===== src/rtl/beep_pkg.sv =====
// beep_pkg: shared types and constants for the buzzer arbiter.
//   state_e          - arbiter FSM states
//   HALF_*           - note half-periods in 50 MHz sys_clk cycles
//   *_DEFAULT        - default block parameters (GAP_CYC = 50 ms at 50 MHz)
package beep_pkg;

  typedef enum logic [1:0] {
    IDLE      = 2'd0,
    RING      = 2'd1,
    GAP       = 2'd2,
    ABORT_GAP = 2'd3
  } state_e;

  localparam int unsigned HALF_DO = 95_420;
  localparam int unsigned HALF_RE = 85_034;
  localparam int unsigned HALF_MI = 75_758;

  localparam int unsigned N_REQ_DEFAULT   = 3;
  localparam int unsigned TONE_W_DEFAULT  = 18;
  localparam int unsigned DUR_W_DEFAULT   = 24;
  localparam int unsigned GAP_CYC_DEFAULT = 2_500_000;

endpackage


===== src/rtl/beep_arbiter_tone_gen.sv =====
// tone_gen: square-wave generator toggling every max(half,1) cycles.
//   clk, rst_n - clock, async active-low reset
//   en         - run; counter and wave are cleared while low
//   half       - half-period in clk cycles (0 and 1 both mean 1)
//   wave       - registered square wave, starts low
module tone_gen #(
  parameter int unsigned TONE_W = 18
) (
  input  logic              clk,
  input  logic              rst_n,
  input  logic              en,
  input  logic [TONE_W-1:0] half,
  output logic              wave
);

  logic [TONE_W-1:0] cnt_q;
  logic [TONE_W-1:0] term_c;

  // Terminal count; half of 0 or 1 collapses to a toggle every cycle.
  assign term_c = (half <= TONE_W'(1)) ? '0 : half - TONE_W'(1);

  // Half-period counter with toggle on wrap.
  always_ff @(posedge clk or negedge rst_n) begin
    if (!rst_n) begin
      cnt_q <= '0;
      wave  <= 1'b0;
    end else if (!en) begin
      cnt_q <= '0;
      wave  <= 1'b0;
    end else if (cnt_q == term_c) begin
      cnt_q <= '0;
      wave  <= ~wave;
    end else begin
      cnt_q <= cnt_q + TONE_W'(1);
    end
  end

endmodule


===== src/rtl/beep_arbiter.sv =====
// beep_arbiter: fixed-priority sharing of one buzzer between N_REQ requesters.
//   sys_clk, sys_rst_n - clock, async active-low reset
//   req                - level request per requester (index 0 highest priority)
//   req_half           - packed half-periods, slice i = [i*TONE_W +: TONE_W]
//   req_dur            - packed durations,    slice i = [i*DUR_W  +: DUR_W]
//   grant              - one-hot grant while ringing
//   done               - one-cycle completion pulse for the served requester
//   busy               - high whenever not IDLE
//   beep               - buzzer drive
module beep_arbiter
  import beep_pkg::*;
#(
  parameter int unsigned N_REQ   = N_REQ_DEFAULT,
  parameter int unsigned TONE_W  = TONE_W_DEFAULT,
  parameter int unsigned DUR_W   = DUR_W_DEFAULT,
  parameter int unsigned GAP_CYC = GAP_CYC_DEFAULT
) (
  input  logic                    sys_clk,
  input  logic                    sys_rst_n,
  input  logic [N_REQ-1:0]        req,
  input  logic [N_REQ*TONE_W-1:0] req_half,
  input  logic [N_REQ*DUR_W-1:0]  req_dur,
  output logic [N_REQ-1:0]        grant,
  output logic [N_REQ-1:0]        done,
  output logic                    busy,
  output logic                    beep
);

  localparam int unsigned IDX_W = (N_REQ > 1) ? $clog2(N_REQ) : 1;
  localparam int unsigned GAP_W = (GAP_CYC > 1) ? $clog2(GAP_CYC) : 1;

  state_e              state_q, state_d;
  logic [IDX_W-1:0]    idx_q, idx_d;
  logic [TONE_W-1:0]   half_q, half_d;
  logic [DUR_W-1:0]    dur_q, dur_d;
  logic [DUR_W-1:0]    dur_cnt_q, dur_cnt_d;
  logic [GAP_W-1:0]    gap_cnt_q, gap_cnt_d;
  logic [N_REQ-1:0]    armed_q, armed_d;
  logic [N_REQ-1:0]    grant_d, done_d;
  logic                busy_d;

  logic [N_REQ-1:0]    elig_c;
  logic                win_found_c;
  logic [IDX_W-1:0]    win_idx_c;
  logic [TONE_W-1:0]   win_half_c;
  logic [DUR_W-1:0]    win_dur_c;
  logic [N_REQ-1:0]    sel_c;
  logic                req_held_c;
  logic                tone_en_c;

  assign elig_c     = req & armed_q;
  assign sel_c      = N_REQ'(1) << idx_q;
  assign req_held_c = |(req & sel_c);

  // Lowest eligible index wins, together with its tone parameters.
  always_comb begin
    win_found_c = 1'b0;
    win_idx_c   = '0;
    win_half_c  = '0;
    win_dur_c   = '0;
    for (int i = 0; i < int'(N_REQ); i++) begin
      if (elig_c[i] && !win_found_c) begin
        win_found_c = 1'b1;
        win_idx_c   = IDX_W'(i);
        win_half_c  = req_half[i*TONE_W +: TONE_W];
        win_dur_c   = req_dur[i*DUR_W +: DUR_W];
      end
    end
  end

  // Next-state and next-output logic; counters idle at zero outside their state.
  always_comb begin
    state_d   = state_q;
    idx_d     = idx_q;
    half_d    = half_q;
    dur_d     = dur_q;
    dur_cnt_d = '0;
    gap_cnt_d = '0;
    grant_d   = '0;
    done_d    = '0;
    case (state_q)
      IDLE: begin
        if (win_found_c) begin
          idx_d  = win_idx_c;
          half_d = win_half_c;
          dur_d  = win_dur_c;
          // A zero-length tone completes immediately without ever ringing.
          if (win_dur_c == '0) begin
            state_d = GAP;
            done_d  = N_REQ'(1) << win_idx_c;
          end else begin
            state_d = RING;
            grant_d = N_REQ'(1) << win_idx_c;
          end
        end
      end
      RING: begin
        // A dropped request wins over completion: no done for a requester that left.
        if (!req_held_c) begin
          state_d = ABORT_GAP;
        end else if (dur_cnt_q == dur_q - DUR_W'(1)) begin
          state_d = GAP;
          done_d  = sel_c;
        end else begin
          dur_cnt_d = dur_cnt_q + DUR_W'(1);
          grant_d   = sel_c;
        end
      end
      GAP, ABORT_GAP: begin
        if (gap_cnt_q == GAP_W'(GAP_CYC - 1)) begin
          state_d = IDLE;
        end else begin
          gap_cnt_d = gap_cnt_q + GAP_W'(1);
        end
      end
      default: begin
        state_d = IDLE;
      end
    endcase
    // Re-arm on any low cycle; disarm on completion so a held request runs once.
    armed_d   = (armed_q & ~done_d) | ~req;
    busy_d    = (state_d != IDLE);
    tone_en_c = (state_q == RING) && (state_d == RING);
  end

  // State and output registers.
  always_ff @(posedge sys_clk or negedge sys_rst_n) begin
    if (!sys_rst_n) begin
      state_q   <= IDLE;
      idx_q     <= '0;
      half_q    <= '0;
      dur_q     <= '0;
      dur_cnt_q <= '0;
      gap_cnt_q <= '0;
      armed_q   <= '1;
      grant     <= '0;
      done      <= '0;
      busy      <= 1'b0;
    end else begin
      state_q   <= state_d;
      idx_q     <= idx_d;
      half_q    <= half_d;
      dur_q     <= dur_d;
      dur_cnt_q <= dur_cnt_d;
      gap_cnt_q <= gap_cnt_d;
      armed_q   <= armed_d;
      grant     <= grant_d;
      done      <= done_d;
      busy      <= busy_d;
    end
  end

  tone_gen #(
    .TONE_W (TONE_W)
  ) u_tone_gen (
    .clk   (sys_clk),
    .rst_n (sys_rst_n),
    .en    (tone_en_c),
    .half  (half_q),
    .wave  (beep)
  );

endmodule


===== config.mk =====
export PLATFORM = sky130hd
export DESIGN_NAME = beep_arbiter
export DESIGN_NICKNAME = d
export VERILOG_FILES = /design/src/rtl/beep_pkg.sv /design/src/rtl/beep_arbiter_tone_gen.sv /design/src/rtl/beep_arbiter.sv
export SDC_FILE = /design/constraint.sdc
export NUM_CORES = 1
export LEC_CHECK = 0
export CORE_MARGIN = 10
export CORE_UTILIZATION = 58
export DETAILED_ROUTE_END_ITERATION = 6
export PLACE_DENSITY_LB_ADDON = 0.08
export SYNTH_ARGS = -nofsm -noshare
export SYNTH_HDL_FRONTEND = slang
export SYNTH_SLANG_ARGS = --single-unit

===== constraint.sdc =====
create_clock -name sys_clk -period 7.2 [get_ports sys_clk]
set_clock_uncertainty 0.05 [all_clocks]
set_input_delay 1.8 -clock sys_clk [delete_from_list [all_inputs] [get_ports sys_clk]]
set_output_delay 1.8 -clock sys_clk [all_outputs]
set_load 0.02 [all_outputs]

; Word level (Yosys, flattened, before mapping)
; Cells that the tools add are included.
[totals]
reg_bits = 121
inputBits = 131
out_inout_bits = 8
wordCells = 83
[classes]
addsub = 5
magnitude_cmp = 1
n_eq_ne = 8
n_shift = 2
n_mux = 37
n_bitwise = 7
reduce_logical = 11
[ops]
columns = operator, count
row1 = $mux W24, 6
row2 = $mux W18, 6
row3 = $mux W22, 2
row4 = $add A24 B1 Y24 const B, 1
row5 = $eq A24 B24 Y1, 1
row6 = $logic_not A24 Y1, 1
row7 = $mux W3, 8
row8 = $sub A24 B1 Y24 const B, 1
row9 = $add A22 B1 Y22 const B, 1
row10 = $eq A22 B22 Y1 const B, 1
row11 = $add A18 B1 Y18 const B, 1
row12 = $eq A18 B18 Y1, 1
row13 = $le A18 B1 Y1 const B, 1
row14 = $sub A18 B1 Y18 const B, 1
row15 = $mux W2, 6
row16 = $pmux W3 S2, 2
row17 = $and A3 B3 Y3, 3
row18 = $mux W1, 6
row19 = $not A3 Y3, 2
row20 = $pmux W2 S3, 1
row21 = $shl A1 B2 Y3 const A, 2
row22 = $eq A2 B1 Y1 const B, 2
row23 = $eq A2 B2 Y1 const B, 2
row24 = $logic_and A1 B1 Y1, 3
row25 = other kinds (9), 10

; Depth between registers and ports, before layout
; Gate-level depths: netlist (run 1).
[depth]
word_depth = 15
ltp_mapped = 12
mapped_depth_nobuf = 10

; Modules after synthesis
; From an unflattened synthesis (run 1), not the netlist that was laid out.
[unflattened]
cells_unflattened = 873
hier_area_um2 = 7970.1
[by_module_without_submodules]
columns = module, instances, cells_each, area_per_inst_um2, seq_area_each_um2
row1 = beep_arbiter, 1, 655, 6098.3, 2556.2
row2 = tone_gen, 1, 218, 1871.8, 475.5

; Worst setup path after synthesis (run 1)
; No wires, ideal clock.
[synth_timing]
kind = input-to-reg
start = in req[0]
end = reg grant[0]
setup_ns = 0.122
arrival_time_ns = 3.527
required_time_ns = 7.028
path_slack_ns = 3.501
cell_stages = 9
n_path_buf = 2
cell_sequence = and2_1 -> clkbuf_1 -> nor2_1 -> clkbuf_1 -> a22oi_1 -> nand4_1 -> nor4_1 -> nand3_1 -> a32o_1
[synth_via]
elab_chain_len = 12
word_cells_on_any_way = 21
classes_between = 1 x shift / 12 x mux / 2 x bitwise / 6 x reduce/logical
[synth_rtl]
columns = element, line
row1 = start: declaration, beep_arbiter.sv:20  ; input logic [N_REQ-1:0] req,
row2 = $and A3 B3 Y3, beep_arbiter.sv:51  ; assign elig_c = req & armed_q;
row3 = $mux W1, beep_arbiter.sv:62  ; if (elig_c[i] && !win_found_c) begin
row4 = $logic_not A1 Y1, beep_arbiter.sv:62
row5 = $logic_and A1 B1 Y1, beep_arbiter.sv:62
row6 = $mux W1, beep_arbiter.sv:62
row7 = $logic_not A1 Y1, beep_arbiter.sv:62
row8 = $logic_and A1 B1 Y1, beep_arbiter.sv:62
row9 = $mux W24 or $mux W2 (tied branches), beep_arbiter.sv:62
row10 = $logic_not A24 Y1 or $shl A1 B2 Y3 (tied branches), "beep_arbiter.sv:88, beep_arbiter.sv:93"
row11 = $mux W3, beep_arbiter.sv:88  ; if (win_dur_c == '0) begin
row12 = $mux W3, beep_arbiter.sv:83  ; if (win_found_c) begin
row13 = $pmux W3 S2 (*), beep_arbiter.sv:81  ; case (state_q)
row14 = net grant_d[0], beep_arbiter.sv:39  ; logic [N_REQ-1:0] grant_d, done_d;
row15 = end signal: assignment, beep_arbiter.sv:147  ; grant <= grant_d;
row16 = end: declaration, beep_arbiter.sv:23  ; output logic [N_REQ-1:0] grant,
; The timed path passes the listed nets; every way through them passes the cells marked *.
; A chain may end at the register's enable or synchronous reset.

; Worst setup path in the final report (run 1)
[layout_timing]
start = in req[0]
end = reg armed_q[2]
[layout_via]
elab_chain_len = 15
word_cells_on_any_way = 24
classes_between = 1 x shift / 12 x mux / 5 x bitwise / 6 x reduce/logical
[layout_rtl]
columns = element, line
row1 = $and A3 B3 Y3, beep_arbiter.sv:51
row2 = $mux W1, beep_arbiter.sv:62
row3 = $logic_not A1 Y1, beep_arbiter.sv:62
row4 = $logic_and A1 B1 Y1, beep_arbiter.sv:62
row5 = $mux W1, beep_arbiter.sv:62
row6 = $logic_not A1 Y1, beep_arbiter.sv:62
row7 = $logic_and A1 B1 Y1, beep_arbiter.sv:62
row8 = $mux W24 or $mux W2 (tied branches), beep_arbiter.sv:62
row9 = $logic_not A24 Y1 or $shl A1 B2 Y3 (tied branches), "beep_arbiter.sv:88, beep_arbiter.sv:90"
row10 = $mux W3, beep_arbiter.sv:88
row11 = $mux W3, beep_arbiter.sv:83
row12 = $pmux W3 S2 (*), beep_arbiter.sv:81
row13 = net done_d[2], beep_arbiter.sv:39
row14 = $not A3 Y3 (*), beep_arbiter.sv:121  ; armed_d = (armed_q & ~done_d) | ~req;
row15 = $and A3 B3 Y3 (*), beep_arbiter.sv:121
row16 = $or A3 B3 Y3 (*), beep_arbiter.sv:121
row17 = net armed_d[2], beep_arbiter.sv:38  ; logic [N_REQ-1:0] armed_q, armed_d;
row18 = end signal: assignment, beep_arbiter.sv:146  ; armed_q <= armed_d;
row19 = end: declaration, beep_arbiter.sv:38
; Marks and branches as above.

==> results of run 1 <==
state kept, by name, indices dropped and copies added, names as in the netlist:
| name | cells |
|---|---|
| dur_cnt_q | 24 |
| dur_q | 24 |
| gap_cnt_q | 22 |
| half_q | 18 |
| u_tone_gen.cnt_q | 18 |
| armed_q | 3 |
| done | 3 |
| grant | 3 |
| idx_q | 2 |
| state_q | 2 |
| busy | 1 |
| u_tone_gen.wave | 1 |
kinds of logic after synthesis:
| logic type | share of synthesized area |
|---|---|
| simple gates | 0.2566 |
| compound gates | 0.1757 |
| flops | 0.3963 |
| xor+xnor | 0.1194 |
| buf+inv | 0.03827 |
| fa+ha+maj | 0.009813 |
| mux | 0.003926 |
per-stage QoR:
| step | hold WS [ns] | area (um2) | cells | setup WS (ns) |
|---|---|---|---|---|
| after floorplan | 0.3745 | 7650 | 858 | 3.501 |
| after global placement | 0.3845 | 9067 | 1120 | 2.179 |
| after detailed placement | 0.3977 | 9067 | 1120 | 2.053 |
| after CTS | 0.4317 | 9706 | 1152 | 2.497 |
| after global routing | 0.4579 | 9706 | 1152 | 2.219 |
| final | 0.4339 | 9706 | 1152 | 2.342 |
placed cells by master (no fill, tap or decap), drive strengths merged, types with 8 or more instances in the layout:
| cell | n |
|---|---|
| a31oi | 9 |
| nand4 | 23 |
| nor2 | 84 |
| dfrtp | 118 |
| nand2 | 85 |
| nand3 | 33 |
| clkbuf | 17 |
| nor4 | 21 |
| a22oi | 10 |
| and2 | 10 |
| a222oi | 35 |
| nor3 | 39 |
| clkdlybuf4s50 | 137 |
| nand2b | 8 |
| xor2 | 46 |
| or4 | 8 |
| xnor2 | 48 |
| o31ai | 11 |
| and3 | 18 |
| or3 | 14 |
| o21ai | 57 |
| inv | 23 |
| a21oi | 13 |
layer usage:
| layer | up-vias | global-route usage | wire (um) |
|---|---|---|---|
| met5 | - | 0 | 0 |
| met4 | 0 | 0.09492 | 539 |
| met3 | 57 | 0.07344 | 2422 |
| met2 | 397 | 0.4250 | 11560 |
| met1 | 3734 | 0.3473 | 10210 |
| li1 | 3418 | - | - |
critical path: stages:
cell and delay, ns:
sky130_fd_sc_hd__clkdlybuf4s50_1 0.51, sky130_fd_sc_hd__and2_1 0.38, sky130_fd_sc_hd__nor3b_2 1.03, sky130_fd_sc_hd__buf_4 0.45, sky130_fd_sc_hd__o41ai_1 0.14, sky130_fd_sc_hd__nand4_1 0.11, sky130_fd_sc_hd__nor2_1 0.07, sky130_fd_sc_hd__nand3_1 0.30
sky130_fd_sc_hd__o22ai_1 0.18, sky130_fd_sc_hd__o21ai_0 0.18
synthesized netlist by cell type (all sizes together) (13+ instances only):
| cell | n |
|---|---|
| nand3 | 33 |
| nand4 | 23 |
| a21oi | 13 |
| a222oi | 35 |
| o21ai | 57 |
| nand2 | 85 |
| dfrtp | 118 |
| nor4 | 21 |
| and3 | 18 |
| xnor2 | 48 |
| inv | 17 |
| nor2 | 84 |
| or3 | 14 |
| buf | 14 |
| nor3 | 39 |
| clkbuf | 39 |
| xor2 | 46 |
final cells by class:
type / instances / area, um2
repair buffers: 143 / 1416
inverters: 17 / 63.81
clock buffers: 17 / 425.4
flip-flops and latches: 121 / 3032
multi-input cells: 667 / 4340
fillers: 885 / 3068
well taps: 172 / 215.2
clock inverters: 15 / 212.7
power by group through the flow:
stage,combinational (mW),clock [mW],sequential (mW)
after floorplan,0.0315,0,0.693
after detailed placement,0.133,0,0.693
after global placement,0.130,0,0.693
final,0.133,0.930,0.681
after CTS,0.133,0.930,0.681
after global routing,0.143,0.960,0.681
worst paths after layout:
| check | to | from | slack, ns | depth (start not counted) |
|---|---|---|---|---|
| max | armed_q[2] | req[0] | 2.34 | 10 |
| min in group asynchronous | dur_cnt_q[8] | sys_rst_n | 1.35 | 1 |
| min | armed_q[1] | armed_q[1] | 0.43 | 2 |
| max reg2reg | u_tone_gen.cnt_q[2] | dur_q[0] | 2.76 | 10 |
| max in group asynchronous | half_q[4] | sys_rst_n | 4.43 | 2 |
| min reg2reg | armed_q[1] | armed_q[1] | 0.43 | 2 |
==> run_results.csv, run 1 <==
group,metric,value,unit
worst_hold_path,hold_class,"reg -> reg",
job,drv_cap,0,
power,power_frac_seq,0.390,
grt,antenna_found_initial,0,
power,power.share.clock,0.533,
placed_design,detailedPlacementHpwl,18.17,mm
floorplanning,die_h,134.8,um
power,irDropWorstVdd,0.1872,mV
synthesis,netlist_instances,858,
routing,detailedRoute.firstPassIterationCount,7,
timing,min_period_over_period,0.6747,
floorplanning,ioPinCount,139,
clock_tree,worstSkewPairLatency,0.43,ns
status,status,"finished, violations left",
grt,grt.total_usage,0.2693,
synthesis,synth_warnings,0,
timing,slew_viol_final,0,
placed_design,buffer_ports.inserted,138,
synthesis,async_flop_share,1.000,
routing,drc,32,
timing,finalSetupViolations,0,
clock_tree,post_cts.resized_instances,0,
timing,timing.final.crit_period,4.858,ns
power,power-per-cell-area,179.7,nW/um2
routing,first_iter_violations,1049,
power,static-leakage-power,3.986,nW
clock_tree,cts_tree,"built",
power,power.net_switching,0.3982,mW
synthesis,main_area_contributors_after_synthesis,"sky130_fd_sc_hd__dfrtp_1 39%, sky130_fd_sc_hd__xnor2_1 5.5%, sky130_fd_sc_hd__xor2_1 5.3%, sky130_fd_sc_hd__a222oi_1 4.6%, sky130_fd_sc_hd__nand2_1 4.1%",
clock_tree,cts-buffers-inserted,17,
synthesis,synthDominantAreaCellType,"sky130_fd_sc_hd__dfrtp_1",
floorplanning,die_width,134.8,um
power,internal_power,1.346,mW
timing,hold_viol,0,
floorplanning,initial_utilization,0.5989,
floorplanning,coreArea,12770,um2
routing,detail_route.wirelength,24.72,mm
timing,final.setup.tns,0,ns
routing,num_vias,7606,
synthesis,synth_fp_nets,995,
worst_setup_path,worst-endpoint-required,7.49,ns
status,violated_checks,"design-rule violations",
synthesis,synth.avg_cell_area,8.916,um2
synthesis,synth_top_area_frac,0.3860,
power,fin_total_pwr,1.744,mW
grt,grt_max_degree,73,
routing,post_detailed_route_via_to_cell_ratio,6.602,
floorplanning,placementRows,41,
worst_setup_path,crit_type,"in -> reg",
layout,drive_gt1_frac,0.06224,
worst_setup_path,critical_path_arrival,5.15,ns
worst_setup_path,crit_path_end_kind,"flop",
worst_setup_path,path_max_fanout,28,
timing,fmax,0.2059,GHz
layout,antennaDiodeCount,0,
clock_tree,ctsHoldBuffers,0,
clock_tree,cts.sinks,121,
synthesis,post_synth_edffs,0,
layout,finalNetCount,1104,
clock_tree,cts.reportedPaths.clkPinSlew,0.06,ns
power,switching_share,0.2283,
routing,detail-route-antenna-nets,0,
synthesis,dominantRegCellSynth,"sky130_fd_sc_hd__dfrtp_1",
routing,detail_route.wl_per_cell,21.46,um
placed_design,place_congestion,0.9769,
clock_tree,cts_root_buf,"sky130_fd_sc_hd__clkbuf_16",
power,share_comb_of_total_power,0.076,
timing,relSlewSlack,0.1987,
floorplanning,floorplan.die_area,18180,um2
synthesis,synthDistinctLibCells,74,
timing,worst_slew_pin_slew,1.197,ns
synthesis,yosys_register_bits,121,
layout,final_core_utilization,0.7598,
clock_tree,clock_path_buffers,2,
synthesis,share_of_the_yosys_chip_area_belonging_to_registers,0.3963,
worst_setup_path,startpoint_type,"primary input",
grt,overflow,0,
clock_tree,clock_tree.htree_level_count,4,
clock_tree,postCtsSetupRepairBufs,0,
grt,grt_pass1_vias,7631,
synthesis,synth.cell_area,7650,um2
timing,grt_setup_unrepaired,"false",
grt,grt_pass1_wl,39.61,mm
layout,areaGrowthSynthToFinish,26.87,%
Power figures use the tool's default switching activity.
==> run 2, diff against run 1 <==
--- a/config.mk
+++ b/config.mk
@@ -6,7 +6,7 @@
 export NUM_CORES = 1
 export LEC_CHECK = 0
 export CORE_MARGIN = 10
-export CORE_UTILIZATION = 58
+export CORE_UTILIZATION = 54
 export DETAILED_ROUTE_END_ITERATION = 6
 export PLACE_DENSITY_LB_ADDON = 0.08
 export SYNTH_ARGS = -nofsm -noshare
==> constraint.sdc (replaced) <==
create_clock -name sys_clk -period 5 [get_ports sys_clk]
set_clock_uncertainty 0.05 [all_clocks]
set_input_delay 1.25 -clock sys_clk [delete_from_list [all_inputs] [get_ports sys_clk]]
set_output_delay 1.25 -clock sys_clk [all_outputs]
set_load 0.02 [all_outputs]
==> run 2 against run 1 <==
  * Core utilization is 6.0 points lower
  * The run still ends with design-rule violations left
  * Count of clock-buffer cells in the layout is 1 higher
  * Sequential share of layout area hardly changed
  * Hold slack worse by 0.012 ns
  * First-iteration DRC count is 2.6% lower
==> run_results.csv, run 2 (synthesized netlist as in run 1, its figures left out) <==
group,metric,value,unit
power,power_frac_seq,0.399,
timing,finalSetupViolations,0,
routing,detail-route-antenna-nets,0,
routing,post_detailed_route_via_to_cell_ratio,6.338,
worst_setup_path,worstSetupPathDepth,10,
placed_design,detailedPlacementHpwl,17.79,mm
grt,grt_pass1_wl,38.14,mm
power,irDropWorstVdd,0.2225,mV
power,fin_total_pwr,2.461,mW
worst_setup_path,worst-endpoint-required,5.22,ns
power,power-per-cell-area,253.4,nW/um2
routing,first_iter_violations,1022,
timing,slew_viol_final,0,
timing,final.setup.tns,0,ns
clock_tree,clock_path_buffers,2,
clock_tree,clock_tree.htree_level_count,4,
floorplanning,coreArea,13880,um2
timing,min_period_over_period,0.8629,
floorplanning,initial_utilization,0.5511,
power,share_comb_of_total_power,0.080,
power,power.net_switching,0.5675,mW
layout,finalNonFillerCells,1163,
grt,antenna_found_initial,0,
power,internal_power,1.893,mW
timing,worst_slew_pin_slew,1.111,ns
timing,timing.final.crit_period,4.315,ns
routing,detail_route.wirelength,23.79,mm
layout,areaGrowthSynthToFinish,26.92,%
routing,detail_route.wl_per_cell,20.45,um
grt,grt_max_degree,73,
timing,grt_setup_unrepaired,"false",
floorplanning,die_width,139.0,um
floorplanning,placementRows,43,
floorplanning,floorplan.die_area,19330,um2
worst_hold_path,worstHoldEndpoint,"gap_cnt_q[0]",
power,switching_share,0.2306,
layout,mostFrequentLayoutCells,"137 x sky130_fd_sc_hd__clkdlybuf4s50_1, 118 x sky130_fd_sc_hd__dfrtp_1, 83 x sky130_fd_sc_hd__nand2_1, 83 x sky130_fd_sc_hd__nor2_1, 56 x sky130_fd_sc_hd__o21ai_0",
power,power.share.clock,0.521,
layout,reg_top3,"dur_cnt_q (24), dur_q (24), gap_cnt_q (22)",
power,static-leakage-power,3.982,nW
worst_hold_path,hold_class,"reg -> reg",
grt,overflow,0,
timing,relSlewSlack,0.2563,
layout,drive_gt1_frac,0.06511,
clock_tree,cts_root_buf,"sky130_fd_sc_hd__clkbuf_16",
worst_setup_path,crit_path_end_kind,"flop",
floorplanning,die_h,139.0,um
worst_setup_path,ff2ff_setup_slack,0.69,ns
routing,num_vias,7371,
worst_setup_path,startpoint_type,"flop",
worst_setup_path,timing.rr.start,"dur_q[0]",
worst_hold_path,timing.hold.worst_path_depth,1,
layout,finalNetCount,1107,
placed_design,buffer_ports.inserted,138,
grt,grt_pass1_vias,7353,
timing,fmax,0.2318,GHz
placed_design,numPlacedInstances,1131,
clock_tree,worstSkewPairLatency,0.42,ns
worst_setup_path,cp_num_buf_inv,1,
routing,detailedRoute.firstPassIterationCount,7,
clock_tree,postCtsSetupRepairBufs,0,
layout,fillerInstances,1085,
clock_tree,ctsHoldBuffers,0,
worst_setup_path,regToRegEndpoint,"dur_cnt_q[4]",
worst_setup_path,slowest_stage,"sky130_fd_sc_hd__or4b_1",
worst_setup_path,crit_type,"reg -> reg",
floorplanning,ioPinCount,139,
routing,drc,2,
clock_tree,cts_tree,"built",
clock_tree,cts.sinks,121,
worst_setup_path,crit_path_cell_trace,"inv_1 > ha_1 > nor4b_2 > nand4_1 > o31a_1 > a2111oi_0 > o2111ai_1 > or4b_1 > nand2_2 > nor2_1",
worst_setup_path,critical_path_arrival,4.53,ns
status,status,"finished, violations left",
job,drv_cap,0,
clock_tree,cts.reportedPaths.clkPinSlew,0.06,ns
timing,worst_hold_slack_across_all_endpoints,0.4216,ns
worst_setup_path,critical-path-max-stage-delay,0.74,ns
placed_design,place_congestion,0.9673,
timing,hold_viol,0,
clock_tree,post_cts.resized_instances,0,
worst_setup_path,path_max_fanout,42,
grt,grt.total_usage,0.2372,
worst_setup_path,r2r_worst_path_depth,10,
worst_setup_path,kind_of_cell_adding_the_most_delay_to_the_critical_path,"simple AND/OR/NAND/NOR gates",
layout,antennaDiodeCount,0,
layout,layout.cells.most_common,"sky130_fd_sc_hd__clkdlybuf4s50_1",
worst_hold_path,hold_path_startpoint,"gap_cnt_q[0]",
clock_tree,cts-buffers-inserted,17,
status,violated_checks,"design-rule violations",
run 2: worst max-delay path by stage:
stage	startpoint	end	slack, ns
floorplan	half_q[0]	u_tone_gen.cnt_q[10]	1.66
global placement	req[0]	armed_q[2]	0.84
detailed placement	req[0]	armed_q[1]	0.66
CTS	dur_q[0]	dur_cnt_q[4]	0.72
global route	dur_q[0]	u_tone_gen.cnt_q[12]	0.43
finish	dur_q[0]	dur_cnt_q[4]	0.69
run 2: final cells by class:
cell class,count,area (um2),share of cell area
Clock buffer,18,439.2,0.04523
Timing Repair Buffer,146,1439,0.1482
Clock inverter,14,170.2,0.01753
Tap cell,180,225.2,0.02320
Sequential cell,121,3032,0.3122
Inverter,17,63.81,0.006572
Multi-Input combinational cell,667,4340,0.4470
run 2: worst register-to-register path: stages, from the launching register on:
cell,delay (ns)
sky130_fd_sc_hd__dfrtp_1,0.44
sky130_fd_sc_hd__inv_1,0.09
sky130_fd_sc_hd__ha_1,0.24
sky130_fd_sc_hd__nor4b_2,0.45
sky130_fd_sc_hd__nand4_1,0.42
sky130_fd_sc_hd__o31a_1,0.35
sky130_fd_sc_hd__a2111oi_0,0.38
sky130_fd_sc_hd__o2111ai_1,0.16
sky130_fd_sc_hd__or4b_1,0.74
sky130_fd_sc_hd__nand2_2,0.67
sky130_fd_sc_hd__nor2_1,0.16
run 2: power groups by stage:
stage | clock network [mW] | logic, mW | registers (mW)
2_1_floorplan | 0 | 0.0454 | 0.998
3_3_place_gp | 0 | 0.191 | 0.998
3_5_place_dp | 0 | 0.194 | 0.998
4_1_cts | 1.29 | 0.196 | 0.981
5_1_grt | 1.34 | 0.212 | 0.980
6_report | 1.28 | 0.197 | 0.981
run 2: per-stage QoR:
step	utilization	setup WS, ns	cell area [um2]
6_report	0.6995	0.6855	9709
5_1_grt	0.6995	0.4294	9709
4_1_cts	0.6995	0.7209	9709
3_5_place_dp	0.6556	0.6567	9100
3_3_place_gp	0.6556	0.8391	9100
2_1_floorplan	-	1.657	7650
run 2: metal layers:
layer | global-route usage | wire length, um | share of wire | vias to the layer above
li1 | - | - | - | 3427
met1 | 0.3030 | 9974 | 0.42 | 3558
met2 | 0.3745 | 11300 | 0.48 | 348
met3 | 0.07397 | 2114 | 0.089 | 38
met4 | 0.07359 | 396 | 0.017 | 0
met5 | 0 | 0 | 0 | -
